[src/rtl/led_pkg.sv]
// Shared types, constants and channel expansion for the LED zone transmitter.
// Build option: define LED_GAMMA_EN to expand 4-bit channels through the gamma LUT
// instead of nibble replication.
package led_pkg;

    localparam int unsigned ZONE_BITS        = 12;
    localparam int unsigned TX_BITS_PER_ZONE = 24;

    // One zone colour as delivered by mean_cal; r occupies the top nibble.
    typedef struct packed {
        logic [3:0] r;
        logic [3:0] g;
        logic [3:0] b;
    } zone_rgb_t;

    typedef enum logic [1:0] {
        ST_IDLE  = 2'd0,
        ST_LOAD  = 2'd1,
        ST_SHIFT = 2'd2,
        ST_LATCH = 2'd3
    } led_state_t;

`ifdef LED_GAMMA_EN
    localparam logic [7:0] GAMMA_LUT [16] = '{
        8'd0,   8'd1,   8'd3,   8'd7,   8'd14,  8'd23,  8'd34,  8'd48,
        8'd64,  8'd83,  8'd105, 8'd129, 8'd156, 8'd186, 8'd219, 8'd255
    };
`endif

    // Widen one 4-bit channel to the 8-bit value sent to the driver.
    function automatic logic [7:0] expand4to8(input logic [3:0] c);
`ifdef LED_GAMMA_EN
        return GAMMA_LUT[c];
`else
        return {c, c};
`endif
    endfunction

endpackage

[src/rtl/led_sclk_gen.sv]
// Serial clock generator: CLK_DIV cycles low then CLK_DIV cycles high per bit,
// held low and idle whenever i_en is deasserted.
module led_sclk_gen
    import led_pkg::*;
#(
    parameter int unsigned CLK_DIV = 4
) (
    input  logic clk,
    input  logic rst,
    input  logic i_en,
    output logic o_sclk,
    output logic o_rise_c,
    output logic o_fall_c
);

    localparam int unsigned HP_W = (CLK_DIV > 1) ? $clog2(CLK_DIV) : 1;

    logic [HP_W-1:0] r_hp_cnt;
    logic            r_sclk;
    logic            w_wrap;

    assign w_wrap   = (r_hp_cnt == HP_W'(CLK_DIV - 1));
    assign o_rise_c = i_en & w_wrap & ~r_sclk;
    assign o_fall_c = i_en & w_wrap &  r_sclk;
    assign o_sclk   = r_sclk;

    // Half-period counter; sclk toggles each time it wraps.
    always_ff @(posedge clk) begin
        if (rst || !i_en) begin
            r_hp_cnt <= '0;
            r_sclk   <= 1'b0;
        end else if (w_wrap) begin
            r_hp_cnt <= '0;
            r_sclk   <= ~r_sclk;
        end else begin
            r_hp_cnt <= r_hp_cnt + HP_W'(1);
        end
    end

endmodule

[src/rtl/led_zone_tx.sv]
// Captures a frame of zone colours from mean_cal and shifts it out MSB first
// over sclk/sdo, followed by a latch strobe for the LED driver chain.
// Build option: LED_GAMMA_EN selects gamma-corrected channel expansion.
module led_zone_tx
    import led_pkg::*;
#(
    parameter int unsigned ZONES     = 8,
    parameter int unsigned CLK_DIV   = 4,
    parameter int unsigned LATCH_CYC = 16
) (
    input  logic                       clk,
    input  logic                       rst,
    input  logic [ZONE_BITS*ZONES-1:0] mean_i,
    input  logic                       start_i,
    output logic                       sclk_o,
    output logic                       sdo_o,
    output logic                       latch_o,
    output logic                       busy_o,
    output logic                       drop_o
);

    localparam int unsigned MEAN_W = ZONE_BITS * ZONES;
    localparam int unsigned TX_BITS = TX_BITS_PER_ZONE * ZONES;
    localparam int unsigned BIT_W  = $clog2(TX_BITS);
    localparam int unsigned LAT_W  = (LATCH_CYC > 1) ? $clog2(LATCH_CYC) : 1;

    led_state_t          r_state;
    logic [MEAN_W-1:0]   r_mean;
    logic [TX_BITS-1:0]  r_shift;
    logic [BIT_W-1:0]    r_bit_cnt;
    logic                r_last_bit;
    logic [LAT_W-1:0]    r_lat_cnt;
    logic                r_sdo;
    logic                r_latch;
    logic                r_busy;
    logic                r_drop;

    logic [TX_BITS-1:0]  w_word;
    logic                w_sclk_en;
    logic                w_sclk;
    logic                w_rise_c;
    logic                w_fall_c;

    // Three expanded channels of one zone, R first.
    function automatic logic [TX_BITS_PER_ZONE-1:0] expand_zone(input zone_rgb_t zc);
        return {expand4to8(zc.r), expand4to8(zc.g), expand4to8(zc.b)};
    endfunction

    // Shift word from the captured colours; zone 0 lands in the MSBs.
    always_comb begin
        w_word = '0;
        for (int z = 0; z < int'(ZONES); z++) begin
            w_word[int'(TX_BITS) - 1 - z*int'(TX_BITS_PER_ZONE) -: TX_BITS_PER_ZONE] =
                expand_zone(zone_rgb_t'(r_mean[z*int'(ZONE_BITS) +: ZONE_BITS]));
        end
    end

    assign w_sclk_en = (r_state == ST_SHIFT);

    led_sclk_gen #(
        .CLK_DIV (CLK_DIV)
    ) u_sclk_gen (
        .clk      (clk),
        .rst      (rst),
        .i_en     (w_sclk_en),
        .o_sclk   (w_sclk),
        .o_rise_c (w_rise_c),
        .o_fall_c (w_fall_c)
    );

    // Frame sequencer: capture, load, shift, latch.
    always_ff @(posedge clk) begin
        if (rst) begin
            r_state    <= ST_IDLE;
            r_mean     <= '0;
            r_shift    <= '0;
            r_bit_cnt  <= '0;
            r_last_bit <= 1'b0;
            r_lat_cnt  <= '0;
            r_sdo      <= 1'b0;
            r_latch    <= 1'b0;
            r_busy     <= 1'b0;
            r_drop     <= 1'b0;
        end else begin
            r_drop <= start_i && (r_state != ST_IDLE);
            case (r_state)
                ST_IDLE: begin
                    if (start_i) begin
                        r_mean  <= mean_i;
                        r_busy  <= 1'b1;
                        r_state <= ST_LOAD;
                    end
                end
                ST_LOAD: begin
                    r_shift    <= w_word;
                    r_sdo      <= w_word[TX_BITS-1];
                    r_bit_cnt  <= '0;
                    r_last_bit <= 1'b0;
                    r_state    <= ST_SHIFT;
                end
                ST_SHIFT: begin
                    // Decide at the rising edge whether this is the final bit,
                    // so the falling edge only has to act on a flag.
                    if (w_rise_c) begin
                        r_last_bit <= (r_bit_cnt == BIT_W'(TX_BITS - 1));
                    end
                    if (w_fall_c) begin
                        if (r_last_bit) begin
                            r_last_bit <= 1'b0;
                            r_shift    <= '0;
                            r_sdo      <= 1'b0;
                            r_latch    <= 1'b1;
                            r_lat_cnt  <= '0;
                            r_state    <= ST_LATCH;
                        end else begin
                            r_shift   <= {r_shift[TX_BITS-2:0], 1'b0};
                            r_sdo     <= r_shift[TX_BITS-2];
                            r_bit_cnt <= r_bit_cnt + BIT_W'(1);
                        end
                    end
                end
                ST_LATCH: begin
                    if (r_lat_cnt == LAT_W'(LATCH_CYC - 1)) begin
                        r_latch <= 1'b0;
                        r_busy  <= 1'b0;
                        r_state <= ST_IDLE;
                    end else begin
                        r_lat_cnt <= r_lat_cnt + LAT_W'(1);
                    end
                end
                default: begin
                    r_state <= ST_IDLE;
                end
            endcase
        end
    end

    assign sclk_o  = w_sclk;
    assign sdo_o   = r_sdo;
    assign latch_o = r_latch;
    assign busy_o  = r_busy;
    assign drop_o  = r_drop;

endmodule

[config.mk]
export PLATFORM = sky130hd
export DESIGN_NAME = led_zone_tx
export DESIGN_NICKNAME = d
export VERILOG_FILES = /design/src/rtl/led_pkg.sv /design/src/rtl/led_sclk_gen.sv /design/src/rtl/led_zone_tx.sv
export SDC_FILE = /design/constraint.sdc
export NUM_CORES = 1
export LEC_CHECK = 0
export ABC_AREA = 1
export ABC_CLOCK_PERIOD_IN_PS = 1700
export CORE_MARGIN = 10
export CORE_UTILIZATION = 52
export CTS_BUF_LIST = sky130_fd_sc_hd__clkbuf_4 sky130_fd_sc_hd__clkbuf_8 sky130_fd_sc_hd__clkbuf_16
export CTS_CLUSTER_SIZE = 24
export DETAILED_ROUTE_END_ITERATION = 16
export PLACE_DENSITY = 0.76
export REMOVE_ABC_BUFFERS = 1
export SLEW_MARGIN = 30
export SYNTH_ARGS = -nofsm -noshare
export SYNTH_HDL_FRONTEND = slang
export SYNTH_SLANG_ARGS = --single-unit
[constraint.sdc]
create_clock -name clk -period 1.7 [get_ports clk]
set_input_delay 0.425 -clock clk [delete_from_list [all_inputs] [get_ports clk]]
set_output_delay 0.425 -clock clk [all_outputs]
set_load 0.03 [all_outputs]
After elaboration in Yosys (flattened, before gate mapping)
Index checks and enable logic that the tools add are counted.

storage, ports and cells
  register bits = 309
  logic and storage cells = 75
  output and inout bits = 5
  bits of input ports = 99

cells by class
  bitwise operators = 4
  reduce and logical (&&, ||, !) cells = 16
  muxes and demuxes = 28
  eq/ne operators = 12
  add/subtract/negate cells = 3

operators by type and width
  kind                                                  number
  2-to-1 mux 191 bit                                    2
  case mux 191 bit (2 select lines)                     1
  2-to-1 mux 8 bit                                      2
  case mux 8 bit (2 select lines)                       1
  2-to-1 mux 4 bit                                      3
  != test 2 bit (second input constant)                 6
  AND reduction 4 bit                                   3
  2-to-1 mux 1 bit                                      9
  adder 8 x 1 -> 8 bit (second input constant)          1
  equality test 8 bit (second input constant)           1
  2-to-1 mux 2 bit                                      4
  case mux 1 bit (2 select lines)                       4
  case mux 2 bit (4 select lines)                       1
  case mux 4 bit (2 select lines)                       1
  nonzero test 2 bit                                    4
  equality test 2 bit (second input constant)           3
  AND reduction 3 bit                                   2
  adder 4 x 1 -> 4 bit (second input constant)          1
  equality test 4 bit (second input constant)           1
  AND reduction 2 bit                                   2
  bitwise AND 1 bit                                     3
  adder 2 x 1 -> 2 bit (second input constant)          1
  equality test 2 x 1 -> 1 bit (second input constant)  1
  logical NOT 2 bit                                     1
  5 further kinds                                       5

Longest topological paths before layout
  depth in word-level cells = 7
  mapped depth = 10
  depth with buffers taken out = 9

Cells and area by module
Synthesis repeated with hierarchy kept, for this count alone.

second synthesis, totals
  cells, all modules = 1523
  area, all modules = 11752.5 sq um

by module, submodules not included
  module        area each (sq um)  times used  cells each  seq. area each (sq um)
  led_zone_tx   11617.4            1           1506        6125.9
  led_sclk_gen  135.1              1           17          60.1

Worst setup path before layout
No wires, ideal clock.

  path type = reg-to-reg
  start point = register r_state[0]
  end point = register r_shift[100]
  clock period less this slack = 1604 ps
  data required time = 1581 ps
  path slack = 96 ps
  arrival = 1485 ps
  library setup time = 119 ps
  cell stages (with the launch flop) = 10
  path buffers = 3
  cell sequence = dfxtp_1 inv_1 ha_1 buf_4 nand2_4 inv_4 buf_6 clkbuf_1 a211oi_1 nor2_1

between the ends
  longest elaborated chain between the ends = 5
  elaborated cells between the ends (all ways) = 8
  classes of those cells = 3 x eq/ne; 1 x mux; 2 x bitwise; 2 x reduce/logical

RTL lines
  item                                  RTL line                              RTL
  from (decl)                           led_zone_tx.sv:27                     led_state_t r_state;
  from (signal assigned)                led_zone_tx.sv:74                     r_state <= ST_IDLE;
  from (signal assigned)                led_zone_tx.sv:91                     r_state <= ST_LOAD;
  from (signal assigned)                led_zone_tx.sv:99                     r_state <= ST_SHIFT;
  equality test 2 bit                   led_zone_tx.sv:58, led_zone_tx.sv:86
  bitwise AND 1 bit (2 in a row)        led_sclk_gen.sv:24                    assign o_fall_c = i_en & w_wrap & r_sclk;
  != test 2 bit (no source line)        -
  AND reduction 2 bit (no source line)  -
  to (signal assigned)                  led_zone_tx.sv:95                     r_shift <= w_word;
  to (signal assigned)                  led_zone_tx.sv:116                    r_shift <= {r_shift[TX_BITS-2:0], 1'b0};
  to (decl)                             led_zone_tx.sv:29                     logic [TX_BITS-1:0] r_shift;

Parallel ways exist; a longest one is shown, timed or not.
A chain may end at the register's enable or synchronous reset.

Worst setup path after layout
  start point = register r_state[1]
  end point = register r_shift[45]

Same word-level chain as after synthesis.

==> flow_summary.toml <==
[global_route]
grt_use_total_pct = 17.78
grt_pass1_wl_um = 47370
grt_overflow_total = 0
antenna_found_initial = 0
grt_pass1_vias = 9973
grt_max_degree = 78

[routing]
wl_um = 29370
drtAntennaViolNets = 0
num_vias = 10630
initialDrtViolationCount = 736
detail_route.drc_violations = 0
vias_per_cell = 5.444
wl_per_cell_um = 15.04
firstDrtPassIters = 6

[synth]
synth_top_cell_area_share_pct = 49.59
synthTopCellsByArea = "dfxtp_1, a211oi_1, nor2_1"
syn_avg_cell_area_um2 = 8.069
synth-main-ff-cell = "dfxtp_1"
synth_cell_type_count = 27
synth_most_common_cell = "nor2_1"
synth_enable_flop_cells = 0
synth_commonest_cells = "nor2_1, dfxtp_1, a211oi_1"
synth_largest_area_cell = "dfxtp_1"
syn-cell-area_um2 = 12470
synth_seq_cells = 309
synthArstFlopShare_pct = 0
synth_warnings = 0
ys_seq_area_share_pct = 49.59
syn_inst = 1546

[placement]
gp_congestion = 0.7845
dpl.hpwl_um = 17930
port_buffers = 103
place_area_um2 = 13800
placed_cells = 1887

[floorplanning]
fp.dieW_um = 174.9
io_pins = 104
coreArea_um2 = 23540
fp.dieH_um = 174.9
start_util_pct = 52.99
rows = 56
die_area_um2 = 30580

[layout]
fillers = 2008
seqCellArea_um2 = 6187
layout-drive-gt1-share_pct = 10.22
fin_cells = 1953
syn2layout_area_growth_pct = 22.36
stdcell_area_um2 = 15260
diodes = 0
fin_nets = 1724
final_util_pct = 64.83
multi_input_area_um2 = 5320

[clock_tree]
ctsHtreeMaxLevel = 2
cts_tree = "done"
cts_buffer_depth = 3
clock-root-buffer = "clkbuf_16"
numCtsBuffers = 34
cts.sinks = 309
clkSlewWorstSetupHoldPaths_ps = 60
holdBufCountCts = 0
clk_latency_ps = 500

[power_and_ir_drop]
p_leak_nw = 5.919
p_clk_share_pct = 24.2
p_per_area_nw_per_um2 = 1887
internal-power_mw = 18.06
peakVddDrop_v = 0.001044
p_seq_share_pct = 35.6
combPwrFrac_pct = 40.2
p_sw_share_pct = 37.32
switching_power_mw = 10.75

[sta]
worst_pin_slew_ps = 388.1
hold_violations = 0
fmax_mhz = 596.9
max_slew_margin_pct = 73.85
finalSetupViolations = 0
min_period_ps = 1675
rsz0062_at_grt = "true"
fin_worst_hold_slack_ps = 437.5
fin_skew_ps = 16.08
finalCritPeriodShare_pct = 98.55
maxSlewViolCount = 0

[setup_path]
worstPathRequired_ps = 2090
r2r_slack_ps = 20
cp_top_family = "buffers and inverters"
slowest_delay_ps = 350
path_max_fanout = 30
worstSetupPathType = "reg -> reg"
endpoint_kind = "register"
crit_chain = "buf_4 -> ha_4 -> buf_12 -> buf_12 -> nor2_1 -> a211oi_1 -> nor2_1"
cp-startpoint = "r_state[1]"
crit_cells = 7
crit_slowest_cell = "dfxtp_2"
reg2reg_depth = 7
crit_path_end = "r_shift[45]"
arrival_ps = 2060
critPathBufInv = 3
start_kind = "register"
rr_startpoint = "r_state[1]"
regToRegEndpoint = "r_shift[45]"

[min_path]
hold_path.class = "reg -> reg"
min_from = "u_sclk_gen.r_hp_cnt[0]"

[status]
status = "complete, no violations"

[run]
cap_violations = 0
metal layers:
| metal | up-vias | routed length [um] | GRT usage [%] |
|---|---|---|---|
| li1 | 5422 | - | - |
| met1 | 4961 | 13900 | 24.01 |
| met2 | 215 | 13680 | 28.81 |
| met3 | 35 | 1310 | 3.169 |
| met4 | 0 | 478 | 4.415 |
| met5 | - | 0 | 0 |
kinds of logic (layout without fill, tap and decap cells):
family / count (synthesis) / after routing / synth area share, %
AO/OA/AOI/OAI: 588 / 588 / 27.45
AND/OR/NAND/NOR: 392 / 393 / 12.30
flip-flops: 309 / 309 / 49.59
buffers and inverters: 249 / 336 / 9.860
adder cells (fa/ha/maj): 8 / 8 / 0.8024
layout by cell type, fill, tap and decap left out, types with 3 or more instances in the layout:
cell type,netlist,final
clkbuf_16,0,36
a211oi_1,190,152
o21ai_1,116,121
nor2_1,314,314
o21ai_0,173,168
clkinv_2,1,3
nand2_4,3,3
nor3_1,6,6
clkdlybuf4s50_1,0,98
nand4_1,3,3
a211oi_2,0,38
clkbuf_8,0,8
buf_4,2,32
dfxtp_1,309,308
nand2_1,53,52
a21oi_1,107,107
clkbuf_4,0,5
nand3_1,9,9
inv_1,119,117
buf_12,1,22
ha_1,8,5
sequential cells by signal (all words and copies together), names as in the netlist, 2 cells and up:
register and cells:
u_sclk_gen.r_hp_cnt 2, r_mean 96, r_bit_cnt 8, r_state 2
r_shift 191, r_lat_cnt 4
stage by stage:
stage / total power, mW / setup TNS, ps / setup slack (ps)
final: 28.81 / 0 / 24.65
after detailed placement: 20.71 / -5609 / -113.9
after CTS: 27.87 / 0 / 0.2716
after floorplan: 18.02 / -1088810 / -4254
after global routing: 30.77 / -161.3 / -89.31
after global placement: 20.40 / -1321 / -49.25
power by group through the flow:
stage	clock (mW)	sequential (mW)	combinational, mW
after global routing	7.41	10.4	12.9
after global placement	0	10.2	10.2
after floorplan	0	11.2	6.81
after detailed placement	0	10.3	10.4
after CTS	7.10	10.2	10.6
final	6.98	10.3	11.6
how the worst min path moves through the flow:
stage	to	depth (start not counted)
6_report	u_sclk_gen.r_hp_cnt[0]	1
5_1_grt	u_sclk_gen.r_hp_cnt[0]	1
4_1_cts	u_sclk_gen.r_hp_cnt[0]	1
3_5_place_dp	u_sclk_gen.r_hp_cnt[0]	1
3_3_place_gp	u_sclk_gen.r_hp_cnt[0]	1
2_1_floorplan	u_sclk_gen.r_hp_cnt[0]	1
layout make-up:
class / instances / share of cell area, %
Sequential cell: 309 / 40.54
Clock inverter: 5 / 0.2295
Inverter: 121 / 3.197
Tap cell: 319 / 2.615
Clock buffer: 48 / 6.705
Multi-Input combinational cell: 989 / 34.86
Timing Repair Buffer: 162 / 11.86
timing repair:
item                       CTS  global route
buffers inserted             0             9
pin swaps                    0             4
cloned                       1             3
gates resized for setup     13            58
setup endpoints to repair   82           177
Note: power is estimated with default switching activity, not from simulation.
